`src/rtl/led_scan_pkg.sv`:
```
// Shared types and sizing helpers for the LED result scanner.
package led_scan_pkg;

   typedef enum logic [1:0] {
      S_IDLE = 2'd0,
      S_SHOW = 2'd1,
      S_GAP  = 2'd2
   } state_t;

   // Number of LED_W-wide slices needed to cover the whole result word.
   function automatic int calc_nslice(input int data_w, input int led_w);
      return (data_w + led_w - 1) / led_w;
   endfunction

   // Slice index width; a single-slice build still gets a 1-bit index.
   function automatic int calc_idx_w(input int nslice);
      return (nslice <= 2) ? 1 : $clog2(nslice);
   endfunction

   // Dwell/gap counter width, sized for the larger of the two limits.
   function automatic int calc_cnt_w(input int dwell, input int gap);
      int m;
      m = dwell;
      if (gap > m) m = gap;
      if (m < 2) m = 2;
      return $clog2(m);
   endfunction

endpackage

```
`src/rtl/led_slice_mux.sv`:
```
// Picks one LED_W slice out of the captured word. The top slice is
// zero-padded past DATA_W; an index beyond the last slice yields zero.
module led_slice_mux #(
   parameter int DATA_W = 10,
   parameter int LED_W  = 4,
   parameter int NSLICE = 3,
   parameter int IDX_W  = 2
) (
   input  logic [DATA_W-1:0] shadow,
   input  logic [IDX_W-1:0]  idx,
   output logic [LED_W-1:0]  slice
);

   localparam int PAD_W = NSLICE * LED_W;

   logic [PAD_W-1:0] padded;

   assign padded = PAD_W'(shadow);

   // Decode the index against every legal slice; no match leaves zero.
   always_comb begin
      slice = '0;
      for (int k = 0; k < NSLICE; k++) begin
         if (idx == IDX_W'(k)) slice = padded[k*LED_W +: LED_W];
      end
   end

endmodule

```
`src/rtl/led_result_scanner.sv`:
```
// Board LED result display: captures a wide result word and shows it one
// LED_W slice at a time, either auto-scanning with blank gaps or showing a
// selected slice statically.
// Optional build macro LED_PWM_EN adds PWM_DUTY dimming of the LED bank.
//
//   state  | meaning
//   S_IDLE | nothing captured yet, LEDs dark
//   S_SHOW | presenting a slice (scan: dwell timing, static: slice[sel])
//   S_GAP  | blank interval between scanned slices
module led_result_scanner
   import led_scan_pkg::*;
#(
   parameter int DATA_W       = 10,
   parameter int LED_W        = 4,
   parameter int DWELL_CYCLES = 50000000,
   parameter int GAP_CYCLES   = 12500000,
`ifdef LED_PWM_EN
   parameter int PWM_DUTY     = 2,
`endif
   localparam int NSLICE      = calc_nslice(DATA_W, LED_W),
   localparam int IDX_W       = calc_idx_w(NSLICE)
) (
   input  logic              clk,
   input  logic              rst_n,
   input  logic [DATA_W-1:0] data_in,
   input  logic              data_valid,
   input  logic              scan_en,
   input  logic [IDX_W-1:0]  sel,
   output logic [LED_W-1:0]  led,
   output logic [IDX_W-1:0]  slice_idx,
   output logic              has_data
);

   localparam int CNT_W  = calc_cnt_w(DWELL_CYCLES, GAP_CYCLES);
   localparam int GAP_M1 = (GAP_CYCLES > 0) ? GAP_CYCLES - 1 : 0;

   localparam logic [CNT_W-1:0] DWELL_LAST = CNT_W'(DWELL_CYCLES - 1);
   localparam logic [CNT_W-1:0] GAP_LAST   = CNT_W'(GAP_M1);
   localparam logic [IDX_W-1:0] IDX_LAST   = IDX_W'(NSLICE - 1);

   state_t              state;
   logic [DATA_W-1:0]   shadow;
   logic [CNT_W-1:0]    cnt;
   logic [IDX_W-1:0]    idx;
   logic                scan_q;
   logic [IDX_W-1:0]    mux_idx;
   logic [IDX_W-1:0]    idx_next;
   logic [LED_W-1:0]    slice;
   logic [LED_W-1:0]    led_next;

   assign mux_idx   = scan_en ? idx : sel;
   assign idx_next  = (idx == IDX_LAST) ? '0 : idx + IDX_W'(1);
   assign slice_idx = idx;

   led_slice_mux #(
      .DATA_W (DATA_W),
      .LED_W  (LED_W),
      .NSLICE (NSLICE),
      .IDX_W  (IDX_W)
   ) u_mux (
      .shadow (shadow),
      .idx    (mux_idx),
      .slice  (slice)
   );

`ifdef LED_PWM_EN
   logic [2:0] pwm_cnt;
   logic       pwm_on;

   assign pwm_on = (int'(pwm_cnt) < PWM_DUTY);

   // Free-running dimming phase counter.
   always_ff @(posedge clk) begin
      if (!rst_n) pwm_cnt <= '0;
      else        pwm_cnt <= pwm_cnt + 3'd1;
   end
`endif

   // Next LED value: the selected slice only while showing, optionally dimmed.
   always_comb begin
      led_next = (state == S_SHOW) ? slice : '0;
`ifdef LED_PWM_EN
      if (!pwm_on) led_next = '0;
`endif
   end

   // Capture, mode handling and dwell/gap sequencing; LEDs lag state by one edge.
   always_ff @(posedge clk) begin
      if (!rst_n) begin
         state    <= S_IDLE;
         shadow   <= '0;
         has_data <= 1'b0;
         idx      <= '0;
         cnt      <= '0;
         scan_q   <= 1'b0;
         led      <= '0;
      end else begin
         scan_q <= scan_en;
         led    <= led_next;
         if (data_valid) begin
            shadow   <= data_in;
            has_data <= 1'b1;
            idx      <= '0;
            cnt      <= '0;
            state    <= S_SHOW;
         end else begin
            case (state)
               S_SHOW: begin
                  if (!scan_en) begin
                     idx <= sel;
                     cnt <= '0;
                  end else if (!scan_q) begin
                     idx <= '0;
                     cnt <= '0;
                  end else if (cnt == DWELL_LAST) begin
                     cnt <= '0;
                     if (GAP_CYCLES == 0) idx <= idx_next;
                     else                 state <= S_GAP;
                  end else begin
                     cnt <= cnt + CNT_W'(1);
                  end
               end
               S_GAP: begin
                  if (!scan_en) begin
                     idx   <= sel;
                     cnt   <= '0;
                     state <= S_SHOW;
                  end else if (!scan_q) begin
                     idx   <= '0;
                     cnt   <= '0;
                     state <= S_SHOW;
                  end else if (cnt == GAP_LAST) begin
                     cnt   <= '0;
                     idx   <= idx_next;
                     state <= S_SHOW;
                  end else begin
                     cnt <= cnt + CNT_W'(1);
                  end
               end
               default: state <= S_IDLE;
            endcase
         end
      end
   end

endmodule

```
`config.mk`:
```
export PLATFORM = sky130hd
export DESIGN_NAME = led_result_scanner
export DESIGN_NICKNAME = d
export VERILOG_FILES = /design/src/rtl/led_scan_pkg.sv /design/src/rtl/led_slice_mux.sv /design/src/rtl/led_result_scanner.sv
export SDC_FILE = /design/constraint.sdc
export NUM_CORES = 1
export LEC_CHECK = 0
export ABC_AREA = 1
export ABC_CLOCK_PERIOD_IN_PS = 2500
export BUFFER_PORTS_ARGS = -buffer_cell sky130_fd_sc_hd__buf_2
export CAP_MARGIN = 25
export CORE_MARGIN = 4
export CORE_UTILIZATION = 55
export DETAILED_ROUTE_END_ITERATION = 16
export PLACE_DENSITY = 0.75
export SLEW_MARGIN = 20
export SYNTH_ARGS = -nofsm -noshare
export SYNTH_HDL_FRONTEND = slang
export SYNTH_SLANG_ARGS = --single-unit
```
`constraint.sdc`:
```
create_clock -name clk -period 2.5 [get_ports clk]
set_clock_uncertainty 0.2 [all_clocks]
set_input_delay 0.25 -clock clk [delete_from_list [all_inputs] [get_ports clk]]
set_output_delay 0.25 -clock clk [all_outputs]
set_load 0.02 [all_outputs]
```
==> impl_metrics.ini <==
[outcome]
outcome = finished, final reports clean

[clocking]
cts-htree-levels = 2
clock_sink_count = 46
cts_buffer_depth = 2
numCtsBuffers = 5
path_clk_slew_ns = 0.09
cts_root_buf = clkbuf_8
post_cts_resized = 0
post-cts-setup-buffers = 0
cts_hold_buf = 7
cts_tree = built
clkLatencyLatePin_ns = 0.30

[drt]
wire_per_inst_um = 12.5
dr.first_iter.drc_count = 213
dr.pass1.iters = 5
routed_wl_um = 6010
routed_via_density = 5.19
drc_errors = 0
via_count = 2495
antenna_left = 0

[logic_synthesis]
postSynth.asyncResetShare_pct = 0
yosys_warnings = 0
synthCells = 395
syn_area_um2 = 2560
syn_nets = 414
synth_edf_count = 0
ys.flop_type = dfxtp_1
synth.distinct_cells = 28
yosysSeqAreaShare_pct = 36.0
synth_seq_cells = 46
syn_area_per_cell_um2 = 6.48

[hold_path]
whs_endpoint = scan_q
min_from = scan_en
hold_path_class = in -> reg
whs_path_depth = 3

[critical_path]
path_buf_inv = 3
crit_path_frequent_cell = inv_1
worstSetupEndpointType = flip-flop
cp_data_required_time_ns = 2.55
r2r_cells = 8
r2r-end = cnt[17]
rrSetupSlack_ns = 0.41
crit_arrival_ns = 2.15
cpLargestDelayFamily = buffers and inverters
crit_chain = inv_1 -> ha_1 -> inv_1 -> nand4_1 -> xor2_1 -> nor2_1 -> nand2_1 -> inv_1
r2r-start = state[0]
startpoint_type = flip-flop
crit_type = reg -> reg
critPathMaxFanout = 13
cpMaxStageDelayCell = ha_1
max_stage_delay_ns = 0.44

[layout]
drive_gt1_share_pct = 14.0
layout_commonest_cell = nand2_1
final_cells = 481
mostFrequentLayoutCells = 93 x nand2_1, 69 x nor2_1, 51 x inv_1
final_nets = 447
diodes = 0
synthToLayoutAreaGrowth_pct = 12.7

[global_routing]
grt_pass1_wl_um = 10400
track_usage_pct = 21.4
antenna_found_initial = 0
grt_max_degree = 17
grt_pass1_vias = 2332
grt_overflow = 0

[sta]
finalCritPeriodShare_pct = 83.7
setup_viol = 0
whs_ns = 0.0135
fin_crit_ns = 2.09
slew_headroom_pct = 67.7
rsz0062_at_grt = false
slew_violations = 0
worst_pin_slew_ns = 0.483
fmax_mhz = 478
hold_viol_final = 0
fin_tns_setup_ns = 0

[die]
die_area_um2 = 5810
core_area_um2 = 4440
start_util_pct = 57.6
die_y_um = 76.2
die_x_um = 76.2
ios = 23
rows = 24

[placement]
place_inst = 466
dp_hpwl_um = 4530
io_buffers = 22
gp_congestion = 0.915

[pwr]
p_per_area_nw_per_um2 = 473
power_leakage_uw = 0.00114
peakVddDrop_uv = 385

[job]
drv_cap = 0
layer usage:
layer	GRT usage (%)	wire, um	up-vias
met3	3.66	360	8
met4	4.17	88	0
li1	-	-	1306
met5	0	0	-
met1	27.9	2750	1105
met2	37.0	2810	76
sequential cells by signal, indices dropped and copies added (netlist names):
signal and cells:
state 2, shadow 10, led 4, cnt 26
scan_q 1, has_data 1, slice_idx 2
per-stage QoR:
step	setup WS (ns)	power [uW]	util [%]	area (um^2)
after global placement	0.458	891	61.3	2720
after CTS	0.398	1370	64.9	2890
final	0.408	1360	64.9	2890
after global routing	0.213	1420	64.9	2890
after floorplan	0.669	857	-	2560
after detailed placement	0.434	894	61.3	2720
final cells by class:
cell class	instances	area, um^2
multi-input combinational	289	1400
fill	431	1560
clock inverter	3	23.8
inverter	53	199
sequential	46	921
timing repair buffer	33	210
tap	52	65.1
clock buffer	5	68.8
worst reg2reg max path: stages (launching register included):
cell	delay [ns]
dfxtp_1	0.37
inv_1	0.06
ha_1	0.44
inv_1	0.43
nand4_1	0.18
xor2_1	0.17
nor2_1	0.08
nand2_1	0.06
inv_1	0.05
Yosys cell counts (5+ instances only):
library cell	number	area share [%]
nand2_2	5	1.2
nor2_1	69	10
nor3_1	6	1.2
xor2_1	13	4.4
inv_1	51	7.5
nand2_1	93	14
clkbuf_1	6	0.88
dfxtp_1	46	36
nor2_2	14	3.4
o21ai_0	16	3.1
nand3_1	20	3.9
nand4_1	9	2.2
a21oi_1	26	5.1
how the worst max path moves through the flow:
stage / from / endpoint / slack, ns / cells past startpoint
2_1_floorplan: cnt[0] / cnt[5] / 0.67 / 13
3_3_place_gp: state[0] / cnt[24] / 0.46 / 9
3_5_place_dp: cnt[0] / cnt[24] / 0.43 / 12
4_1_cts: state[0] / cnt[17] / 0.40 / 8
5_1_grt: cnt[0] / cnt[24] / 0.21 / 11
6_report: state[0] / cnt[17] / 0.41 / 8
kinds of logic (layout without fill, tap and decap cells):
kind of cell	after synthesis	after routing	share of synthesized area, %
AOI/OAI and AO/OA	47	47	9.58
xor gates and xnor gates	13	13	4.45
adders and majority gates	3	3	1.47
buffers and inverters	60	94	9.43
DFF	46	46	36.0
muxes	1	1	0.391
and+or+nand+nor	225	225	38.7
power by group:
group / leakage [uW] / switching [uW] / internal, uW
registers: 0.000374 / 8.75 / 750
logic: 0.000728 / 80.1 / 47.0
clock network: 0.0000408 / 278 / 200
total: 0.00114 / 367 / 997
No activity file was read; power rests on OpenSTA's default activity.
